### src/rtl/sram_port_ctrl.sv
// -----------------------------------------------------------------------------
// sram_port_ctrl
//   Request/response front end for one single-port SRAM macro with a one-cycle
//   registered read. Each accepted request issues exactly one macro command in
//   the same cycle. Read data returns through a 2-entry FIFO in request order.
//
// Ports
//   CLK, RST                  clock, synchronous active-high reset
//   req_valid/req_ready       request handshake
//   req_write                 1 = write, 0 = read
//   req_addr, req_wdata       request address / write data
//   rsp_valid/rsp_ready       read-response handshake
//   rsp_rdata                 read data (FIFO head)
//   sram_CEB, sram_WEB        macro chip/write enables, active-low
//   sram_A, sram_D            macro address / write data
//   sram_Q                    macro read data, valid the cycle after a read
// -----------------------------------------------------------------------------
module sram_port_ctrl #(
    parameter int Bits       = 32,
    parameter int Word_Depth = 32,
    parameter int Add_Width  = 5
) (
    input  logic                 CLK,
    input  logic                 RST,
    input  logic                 req_valid,
    output logic                 req_ready,
    input  logic                 req_write,
    input  logic [Add_Width-1:0] req_addr,
    input  logic [Bits-1:0]      req_wdata,
    output logic                 rsp_valid,
    input  logic                 rsp_ready,
    output logic [Bits-1:0]      rsp_rdata,
    output logic                 sram_CEB,
    output logic                 sram_WEB,
    output logic [Add_Width-1:0] sram_A,
    output logic [Bits-1:0]      sram_D,
    input  logic [Bits-1:0]      sram_Q
);

    if ((2 ** Add_Width) < Word_Depth) begin : g_bad_depth
        $error("sram_port_ctrl: Add_Width too small for Word_Depth");
    end

    localparam int Entries = 2;

    logic [1:0]      count_q;
    logic [1:0]      count_d;
    logic            inflight_q;
    logic            rd_ptr_q;
    logic            wr_ptr_q;
    logic [Bits-1:0] fifo_q [Entries];

    logic req_fire;
    logic rsp_fire;
    logic capture;
    logic read_room;
    logic [2:0] occupancy;

    // Reads only ever land in the FIFO via the in-flight flag, so the flag
    // gates the capture and sram_Q is ignored in every other cycle.
    assign capture = inflight_q;

    // Slots already claimed by reads that have not left yet. A response popped
    // this cycle frees a slot immediately, giving rsp_ready -> req_ready a
    // combinational path so sustained reads reach one per cycle.
    assign occupancy = {1'b0, count_q} + {2'b00, inflight_q};
    assign read_room = (occupancy - {2'b00, rsp_fire}) < 3'd2;

    assign req_ready = !RST && (req_write || read_room);
    assign req_fire  = req_valid && req_ready;

    // Gated with RST so stale FIFO contents are invisible during reset.
    assign rsp_valid = !RST && (count_q != 2'd0);
    assign rsp_fire  = rsp_valid && rsp_ready;
    assign rsp_rdata = fifo_q[rd_ptr_q];

    assign sram_CEB = !req_fire;
    assign sram_WEB = !(req_fire && req_write);
    assign sram_A   = req_addr;
    assign sram_D   = req_wdata;

    // capture with count = 2 cannot happen: read_room never admits a third read.
    assign count_d = count_q + {1'b0, capture} - {1'b0, rsp_fire};

    always_ff @(posedge CLK) begin
        if (RST) begin
            count_q    <= 2'd0;
            inflight_q <= 1'b0;
            rd_ptr_q   <= 1'b0;
            wr_ptr_q   <= 1'b0;
        end else begin
            count_q    <= count_d;
            inflight_q <= req_fire && !req_write;
            if (capture) begin
                wr_ptr_q <= !wr_ptr_q;
            end
            if (rsp_fire) begin
                rd_ptr_q <= !rd_ptr_q;
            end
        end
    end

    // Data storage carries no reset; validity is tracked by count_q alone.
    for (genvar gi = 0; gi < Entries; gi++) begin : g_fifo
        always_ff @(posedge CLK) begin
            if (!RST && capture && (wr_ptr_q == 1'(gi))) begin
                fifo_q[gi] <= sram_Q;
            end
        end
    end

endmodule

### config.mk
export PLATFORM = sky130hd
export DESIGN_NAME = sram_port_ctrl
export DESIGN_NICKNAME = d
export VERILOG_FILES = /design/src/rtl/sram_port_ctrl.sv
export SDC_FILE = /design/constraint.sdc
export NUM_CORES = 1
export LEC_CHECK = 0
export ABC_AREA = 1
export CAP_MARGIN = 10
export CORE_UTILIZATION = 44
export CTS_CLUSTER_DIAMETER = 100
export DETAILED_ROUTE_END_ITERATION = 10
export HOLD_SLACK_MARGIN = 0.12
export PLACE_DENSITY = 0.86
export SYNTH_ARGS = -nofsm -noshare
export SYNTH_HDL_FRONTEND = slang
export SYNTH_SLANG_ARGS = --single-unit
### constraint.sdc
create_clock -name CLK -period 5.4 [get_ports CLK]
set_input_delay 0.81 -clock CLK [delete_from_list [all_inputs] [get_ports CLK]]
set_output_delay 0.81 -clock CLK [all_outputs]
set_load 0.02 [all_outputs]
== Word-level counts from Yosys, hierarchy flattened ==
Memory sizes are Yosys's and may differ from the RTL's. A register that Yosys moved wholly into a read port is not among the register bits.
Cells that the tools add are included.

* Bits of input ports: 74
* Memories kept: 1
* Memory bits (writable): 64
* Word-level logic and storage cells: 38
* Output and inout port bits: 73
* Bits in registers: 5

{| class="wikitable"
|+ Memories
! memory !! words !! width !! rd ports !! clocked after memory_dff !! write ports !! line !! RTL
|-
| fifo_q || 2 || 32 || 1 || 1 || 1 || 51 || <nowiki>logic [Bits-1:0] fifo_q [Entries];</nowiki>
|}

* Multiplexer cells: 9
* Add/sub/neg operators: 4
* Order comparisons: 1
* Bitwise operators: 1
* Reductions and logical operators: 18

{| class="wikitable"
|+ Operators with widths
! cell !! number
|-
| two-way mux 32 bit || 1
|-
| OR reduction 32 bit || 1
|-
| logical AND 1 bit || 9
|-
| two-way mux 1 bit || 8
|-
| zero test 1 bit || 6
|-
| adder 2 x 1 -> 3 bit || 1
|-
| less-than comparator 3 x 2 -> 1 bit, second input constant || 1
|-
| subtractor 3 x 1 -> 3 bit || 1
|-
| adder 2 x 1 -> 2 bit || 1
|-
| nonzero test 2 bit || 1
|-
| subtractor 2 x 1 -> 2 bit || 1
|-
| logical OR 1 bit || 1
|-
| NOT 1 bit || 1
|}

== Logic depth before layout (Yosys ltp) ==
Gate-level depths: netlist of run 1.

* Word-level depth: 10
* Gate-level depth with buffers: 15
* Mapped depth without buffers: 15

== Worst setup path before layout of run 1 ==
Ideal clock, no wire load.

* Path kind: in2reg
* From: input RST
* To: memory fifo_q[1][0], enable pin
* Setup slack: 1.713 ns
* Stages: 2
* Arrival time: 3.226 ns
* Setup time: 0.461 ns
* Cell sequence: buf_2 -> nor3_1

* Word-level cells in the longest chain between the ends: 7
* Elaborated cells on any way between the ends: 11
* Those cells by class: mux: 6; reduce/logical: 5

{| class="wikitable"
|+ Ends and longest elaborated chain
! item !! line !! RTL
|-
| start: declaration || 24 || <nowiki>input logic RST,</nowiki>
|-
| zero test 1 bit (*) || 106 || <nowiki>if (!RST && capture && (wr_ptr_q == 1'(gi))) begin</nowiki>
|-
| logical AND 1 bit (*) || 106 ||
|-
| logical AND 1 bit || 106 ||
|-
| two-way mux 1 bit || 106 ||
|-
| two-way mux 1 bit (not written as such) || 107 || <nowiki>fifo_q[gi] <= sram_Q;</nowiki>
|-
| OR reduction 32 bit (no source line) || -- ||
|-
| two-way mux 1 bit (no source line) || -- ||
|-
| end: declaration || 51 ||
|}

Mark *: on every way between the ends. The rest lies on a longest branch, timed or not.

== Worst setup path in the final report of run 1 ==
* From: input RST
* To: output req_ready

* Word-level cells in the longest chain between the ends: 7

{| class="wikitable"
|+ Ends and longest elaborated chain
! item !! line !! RTL
|-
| zero test 1 bit || 73 || <nowiki>assign rsp_valid = !RST && (count_q != 2'd0);</nowiki>
|-
| logical AND 1 bit || 73 ||
|-
| logical AND 1 bit || 74 || <nowiki>assign rsp_fire = rsp_valid && rsp_ready;</nowiki>
|-
| via rsp_fire || 54 || <nowiki>logic rsp_fire;</nowiki>
|-
| subtractor 3 x 1 -> 3 bit || 67 || <nowiki>assign read_room = (occupancy - {2'b00, rsp_fire}) < 3'd2;</nowiki>
|-
| less-than comparator 3 x 2 -> 1 bit || 67 ||
|-
| logical OR 1 bit || 69 || <nowiki>assign req_ready = !RST && (req_write || read_room);</nowiki>
|-
| logical AND 1 bit || 69 ||
|-
| end: declaration || 26 || <nowiki>output logic req_ready,</nowiki>
|}

The timed path passes the listed nets, and every way through them passes these cells.

==> results of run 1 <==
-- cells by family after synthesis --
| kind of cell | Yosys count |
|---|---|
| simple gates | 22 |
| compound gates | 3 |
| flops | 70 |
| buf+inv | 56 |
| fa+ha+maj | 3 |
| mux | 32 |
-- metal layers --
metal	wire [um]	vias up	part of all wire, %	global-route usage [%]
met4	251	0	4.7	10.8
met2	2860	76	53	26.1
li1	-	705	-	-
met1	1900	702	35	15.1
met5	0	-	0	0
met3	380	31	7.0	6.35
-- cell usage after synthesis --
master | n | area, um2
nand4_1 | 2 | 12.5
mux2_2 | 2 | 22.5
a21oi_1 | 3 | 15.0
ha_1 | 2 | 25.0
edfxtp_1 | 64 | 1920
buf_12 | 3 | 60.1
mux2_4 | 30 | 450
inv_1 | 13 | 48.8
nor3_1 | 1 | 5.00
buf_6 | 1 | 11.3
dfxtp_1 | 6 | 120
buf_4 | 37 | 278
buf_2 | 1 | 5.00
inv_2 | 1 | 3.75
nand3_1 | 3 | 15.0
nand2_1 | 9 | 33.8
fa_1 | 1 | 20.0
nor2_1 | 7 | 26.3
-- state kept, by name, summed over array words and instances (netlist names), named ones only --
register,count
fifo_q,64
count_q,2
capture,1
rd_ptr_q,1
wr_ptr_q,1
-- critical path: stages --
cell and delay, ns:
clkdlybuf4s50_1 0.75, inv_2 0.12, nand3_1 0.13, inv_1 0.06, ha_1 0.28, inv_1 0.06
ha_1 0.13, inv_1 0.05, fa_1 0.51, nand2_1 0.08, inv_1 0.05, nand2_1 0.06
a21oi_1 0.12, clkdlybuf4s50_1 0.63
-- final timing paths --
kind | start | end | slack (ns) | cells after the start
worst max-delay path | RST | req_ready | 0.76 | 14
worst min-delay path | wr_ptr_q | wr_ptr_q | 0.48 | 2
worst max register to register | count_q[1] | capture | 3.34 | 13
worst min register to register | wr_ptr_q | wr_ptr_q | 0.48 | 2
-- cells in the final DEF (no fill, tap or decap) --
cell type and n:
clkdlybuf4s50_1 72, edfxtp_1 64, mux2_4 30, inv_1 13, nand2_1 9, clkbuf_8 9, nor2_1 6, dfxtp_1 5
nand3_1 3, a21oi_1 3, inv_6 3, mux2_2 2, nand4_1 2, ha_1 2, inv_2 1, nor2_4 1
nor3_2 1, fa_1 1, dfxtp_2 1, inv_8 1, clkinvlp_4 1, clkinv_2 1, bufinv_16 1, buf_4 1
-- report_power, final --
group | internal [mW] | switching [mW] | total [mW]
Sequential | 0.607 | 0.0152 | 0.622
Combinational | 0.0950 | 0.0720 | 0.167
Clock | 0.220 | 0.211 | 0.431
Total | 0.922 | 0.298 | 1.22
-- through the flow --
stage / cell area (um2) / setup WS, ns / hold slack [ns] / utilization, % / power, mW
after floorplan: 3070 / 1.71 / 0.444 / - / 0.770
after global placement: 3560 / 0.889 / 0.454 / 52.7 / 0.797
after detailed placement: 3560 / 0.772 / 0.474 / 52.7 / 0.803
after CTS: 3770 / 0.765 / 0.487 / 55.7 / 1.23
after global routing: 3770 / 0.553 / 0.510 / 55.7 / 1.27
final: 3770 / 0.759 / 0.482 / 55.7 / 1.22
-- final cells by class --
type	instances	area [um2]
clock inverter	7	80.1
multi-input combinational	60	638
timing repair buffer	73	728
fill	518	2990
inverter	14	52.6
tap	80	100
sequential	70	2040
clock buffer	9	124
==> reports/metrics.csv, run 1 <==
stage,metric,value,unit
outcome,status,"finished, final reports clean",
synthesis,synthesis-stage register bit count,70,
drt,First-pass DRT Iterations,4,
placed_design,Final HPWL DP,3780,um
finish,"Cell Count, Final, Fillers Out",313,
setup_path,CP required,4.59,ns
die,Placeable Area,0.00676,mm2
synthesis,largest family of logic cells by synthesized area,multiplexers,
drt,DR WL/cell,17.2,um
clocking,"Hold-fix buffers, CTS",0,
drt,Vias,1514,
clocking,CTS tree,built,
setup_path,WS Path Type,primary input to output pin,
setup_path,crit-path max FO,10,
sta,final worst path period share,85.9,%
die,Die Y,85.6,um
placed_design,Cells after DPL,297,
power,Leak,1.36,nW
synthesis,area of the mapped netlist,0.00307,mm2
sta,RSZ-0062 raised after global routing,false,
die,num rows,30,
clocking,# resized after CTS,0,
clocking,"Clk Latency, worst-skew pair",0.34,ns
sta,Setup Skew,0.00728,ns
placed_design,I/O Buffers,72,
grt,largest net degree at the start of global routing,33,
flow_run,Max Cap Viol,0,
finish,P&R area growth vs syn,22.5,%
finish,Nets,305,
drt,drt via density,4.84,
clocking,Longest Clk Path Bufs,2,
clocking,Clock Sinks,70,
grt,initial antenna violation count,0,
sta,Slew Limit Fails,0,
clocking,Post CTS Setup Buffer Count,0,
setup_path,critical path startpoint category,primary input,
synthesis,Cells after Synth,186,
sta,Worst-Margin Slew,1.04,ns
clocking,root buffer cell,clkbuf_8,
sta,Hold Fails Final Rpt,0,
sta,Slew HR,30.6,%
die,Die Area,0.00732,mm2
sta,setup TNS,0,ns
clocking,H-tree levels,3,
finish,layout cells sized above 1,22.7,%
clocking,clock transition at the registers of the reported paths,0.08,ns
placed_design,gpl congestion,0.866,
sta,final setup fails,0,
die,Starting Density,45.5,%
drt,Post-route DRC,0,
die,DIE WIDTH,85.6,um
synthesis,Post-Syn Nets,263,
drt,WL final,5390,um
worst_hold_path,hold crit path type,flop to flop,
synthesis,XOR/XNOR share of the synthesized area,0,%
synthesis,Ys Warns,0,
finish,ant diodes,0,
synthesis,Yosys cell types,18,
grt,first-pass GRT wire length,8030,um
synthesis,Compound-Gate Fraction of Synth Area,0.488,%
die,Boundary Pins,147,
synthesis,post-synthesis mux area share,15.4,%
synthesis,post-synthesis sequential area ratio,66.4,%
power,Power Density,324,mW/mm2
drt,initial DRC count,60,
setup_path,Crit. End Element,output pin,
grt,GRT overflow,0,
grt,vias in the first global route,1576,
synthesis,Avg Inst Size Synth,16.5,um2
sta,post-layout min period,4.64,ns
synthesis,area share of and/or/nand/nor cells after synthesis,3.01,%
grt,GR Util All Layers,15.3,%
clocking,total CTS buffers,9,
power,maximum VDD drop,0.143,mV
synthesis,Synth Area in Adders,1.47,%
drt,Routed Antenna Nets,0,
setup_path,crit path DAT,3.83,ns
sta,max frequency,215,MHz
Note: power is estimated with default switching activity, not from simulation.
==> inputs of run 2 (changes only) <==
--- a/config.mk
+++ b/config.mk
@@ -9,6 +9,7 @@
 export CAP_MARGIN = 10
 export CORE_UTILIZATION = 44
 export CTS_CLUSTER_DIAMETER = 100
+export CTS_CLUSTER_SIZE = 30
 export DETAILED_ROUTE_END_ITERATION = 10
 export HOLD_SLACK_MARGIN = 0.12
 export PLACE_DENSITY = 0.86
==> results of run 2 <==
No change in the layout: final DEF, timing and power equal those of run 1.
==> inputs of run 3 (changes only) <==
--- a/config.mk
+++ b/config.mk
@@ -13,6 +13,8 @@
 export DETAILED_ROUTE_END_ITERATION = 10
 export HOLD_SLACK_MARGIN = 0.12
 export PLACE_DENSITY = 0.86
+export RECOVER_POWER = 25
+export SLEW_MARGIN = 40
 export SYNTH_ARGS = -nofsm -noshare
 export SYNTH_HDL_FRONTEND = slang
 export SYNTH_SLANG_ARGS = --single-unit
==> reports/metrics.csv, run 3 (synthesis gave the netlist of run 1 again) <==
stage,metric,value,unit,change
sta,setup TNS,0,ns,unchanged
sta,max frequency,215,MHz,about the same
clocking,clock transition at the registers of the reported paths,0.07,ns,about the same
clocking,"Hold-fix buffers, CTS",0,,unchanged
sta,RSZ-0062 raised after global routing,false,,
flow_run,Max Cap Viol,0,,unchanged
drt,drt via density,4.86,,+0.47%
finish,Nets,306,,+0.33%
clocking,Post CTS Setup Buffer Count,0,,unchanged
setup_path,crit-path max FO,10,,unchanged
sta,final setup fails,0,,unchanged
worst_hold_path,hold depth,2,,unchanged
sta,worst setup margin,0.757,ns,-0.00171 ns
setup_path,CP peak stage delay,0.74,ns,about the same
grt,first-pass GRT wire length,8160,um,+1.5%
worst_hold_path,hold_sp,wr_ptr_q,,
setup_path,WP buf/inv,7,,unchanged
die,num rows,30,,unchanged
setup_path,WS Path Type,primary input to output pin,,
drt,First-pass DRT Iterations,4,,unchanged
drt,initial DRC count,70,,+17%
die,DIE WIDTH,85.6,um,unchanged
clocking,H-tree levels,3,,unchanged
power,final total power,1.21,mW,-0.77%
outcome,status,"finished, final reports clean",,
clocking,total CTS buffers,9,,unchanged
clocking,CTS tree,built,,
die,Boundary Pins,147,,unchanged
sta,final worst path period share,86.0,%,about the same
die,Die Area,0.00732,mm2,unchanged
grt,vias in the first global route,1568,,-0.51%
setup_path,worst r2r dst,capture,,
grt,initial antenna violation count,0,,unchanged
setup_path,most frequent CP cell,inv_1,,
finish,Filler Cells Inserted,507,,-2.1%
power,Power Density,320,mW/mm2,-1.3%
clocking,Longest Clk Path Bufs,2,,unchanged
setup_path,critical path startpoint category,primary input,,
die,Die Y,85.6,um,unchanged
finish,"commonest non-fill, non-tap cell in the layout",edfxtp_1,,
setup_path,Crit path max-delay family,buffers and inverters,,
finish,P&R area growth vs syn,23.2,%,
placed_design,pre-CTS WS,0.793,ns,+0.0215 ns
setup_path,crit path DAT,3.83,ns,about the same
sta,post-layout min period,4.64,ns,+0.00171 ns
finish,Biggest register,fifo_q,,
finish,ant diodes,0,,unchanged
grt,GR Util All Layers,15.5,%,+0.18 points
setup_path,CP cell instances,"clkdlybuf4s50_1, inv_2, nand3_1, inv_1, ha_1, inv_1, ha_1, inv_1, fa_1, nand2_1, inv_1, nand2_1, a21oi_1, clkdlybuf4s50_1",,
placed_design,Final HPWL DP,3850,um,+1.9%
sta,Hold Fails Final Rpt,0,,unchanged
sta,Slew Limit Fails,0,,unchanged
clocking,Clock Sinks,70,,unchanged
grt,GRT overflow,0,,unchanged
grt,largest net degree at the start of global routing,33,,unchanged
finish,"commonest non-fill, non-tap cells in the layout","edfxtp_1 (64), clkdlybuf4s50_1 (45), mux2_4 (30)",,
drt,WL final,5400,um,+0.20%
setup_path,worst r2r path cells,13,,unchanged
setup_path,Crit. End Element,output pin,,
worst_hold_path,hold crit path type,flop to flop,,
clocking,root buffer cell,clkbuf_8,,
die,Placeable Area,0.00676,mm2,unchanged
worst_hold_path,worst hold endpoint,wr_ptr_q,,
power,Leak,1.37,nW,+1.1%
finish,max reg flops,64,,unchanged
sta,Setup Skew,0.00848,ns,+0.00120 ns
setup_path,r2r startpoint,count_q[1],,
finish,leading registers by flop count,"fifo_q: 64 flops, count_q: 2 flops",,
setup_path,CP required,4.59,ns,about the same
setup_path,Worst R2R Setup Slack,3.34,ns,about the same
finish,layout cells sized above 1,23.1,%,+0.33 points
drt,Routed Antenna Nets,0,,unchanged
power,maximum VDD drop,0.137,mV,-3.8%
sta,Slew HR,61.1,%,+31 points
drt,Post-route DRC,0,,unchanged
die,Starting Density,45.5,%,unchanged
drt,Vias,1526,,+0.79%
clocking,"Clk Latency, worst-skew pair",0.34,ns,about the same
clocking,# resized after CTS,0,,unchanged
placed_design,I/O Buffers,72,,unchanged
setup_path,crit path max-delay cell type,clkdlybuf4s50_1,,
drt,DR WL/cell,17.2,um,-0.12%
placed_design,gpl congestion,0.866,,unchanged
sta,Worst-Margin Slew,0.584,ns,-0.458 ns
[run 3: cell types whose count changed in the layout (fill, tap and decap cells not counted)]
cell | previous run | this run
inv_8 | 1 | 0
dfxtp_4 | 0 | 1
dlygate4sd3_1 | 0 | 27
buf_8 | 0 | 1
clkinv_4 | 0 | 2
inv_6 | 3 | 1
dfxtp_2 | 1 | 0
clkdlybuf4s50_1 | 72 | 45
clkbuf_8 | 9 | 10
[run 3: worst reg2reg max path: stages (launching register included)]
cell	delay, ns
dfxtp_1	0.34
inv_1	0.11
nand2_1	0.09
nand3_1	0.11
inv_1	0.06
ha_1	0.28
inv_1	0.06
ha_1	0.13
inv_1	0.05
fa_1	0.51
nand2_1	0.08
nor2_1	0.08
nand4_1	0.07
inv_1	0.05
[run 3: area by class of cell]
cell class,count,area (um2),area share (%)
inverter,14,52.6,1.39
timing repair buffer,74,743,19.6
sequential,70,2050,54.0
multi-input combinational,60,638,16.9
clock buffer,10,138,3.64
clock inverter,6,68.8,1.82
tap,80,100,2.64
[run 3: worst max-delay path by stage]
stage               depth (start not counted)      endpoint  start  slack (ns)
global placement                           14     req_ready    RST        0.89
CTS                                        14     req_ready    RST        0.78
floorplan                                   2  fifo_q[1][0]    RST        1.71
finish                                     14     req_ready    RST        0.76
global route                               14     req_ready    RST        0.57
detailed placement                         14     req_ready    RST        0.79
[run 3: metrics by stage]
stage	utilization [%]	hold slack (ns)	area, um2	instances
2_1_floorplan	-	0.444	3070	186
3_3_place_gp	52.7	0.454	3560	297
5_1_grt	56.0	0.511	3790	314
4_1_cts	56.0	0.487	3790	314
6_report	56.0	0.480	3790	314
3_5_place_dp	53.0	0.475	3580	298
[run 3: metal layers]
| layer | up-vias | global-route usage [%] | routed length [um] |
|---|---|---|---|
| met5 | - | 0 | 0 |
| met1 | 703 | 16.1 | 1950 |
| li1 | 706 | - | - |
| met2 | 81 | 26.0 | 2780 |
| met3 | 36 | 4.33 | 386 |
| met4 | 0 | 13.2 | 279 |
[run 3: power breakdown]
part	internal, mW	switching (mW)	leakage [nW]	total [mW]
combinational	0.0911	0.0718	0.644	0.163
clock	0.228	0.198	0.103	0.426
sequential	0.607	0.0152	0.627	0.622
total	0.926	0.285	1.37	1.21
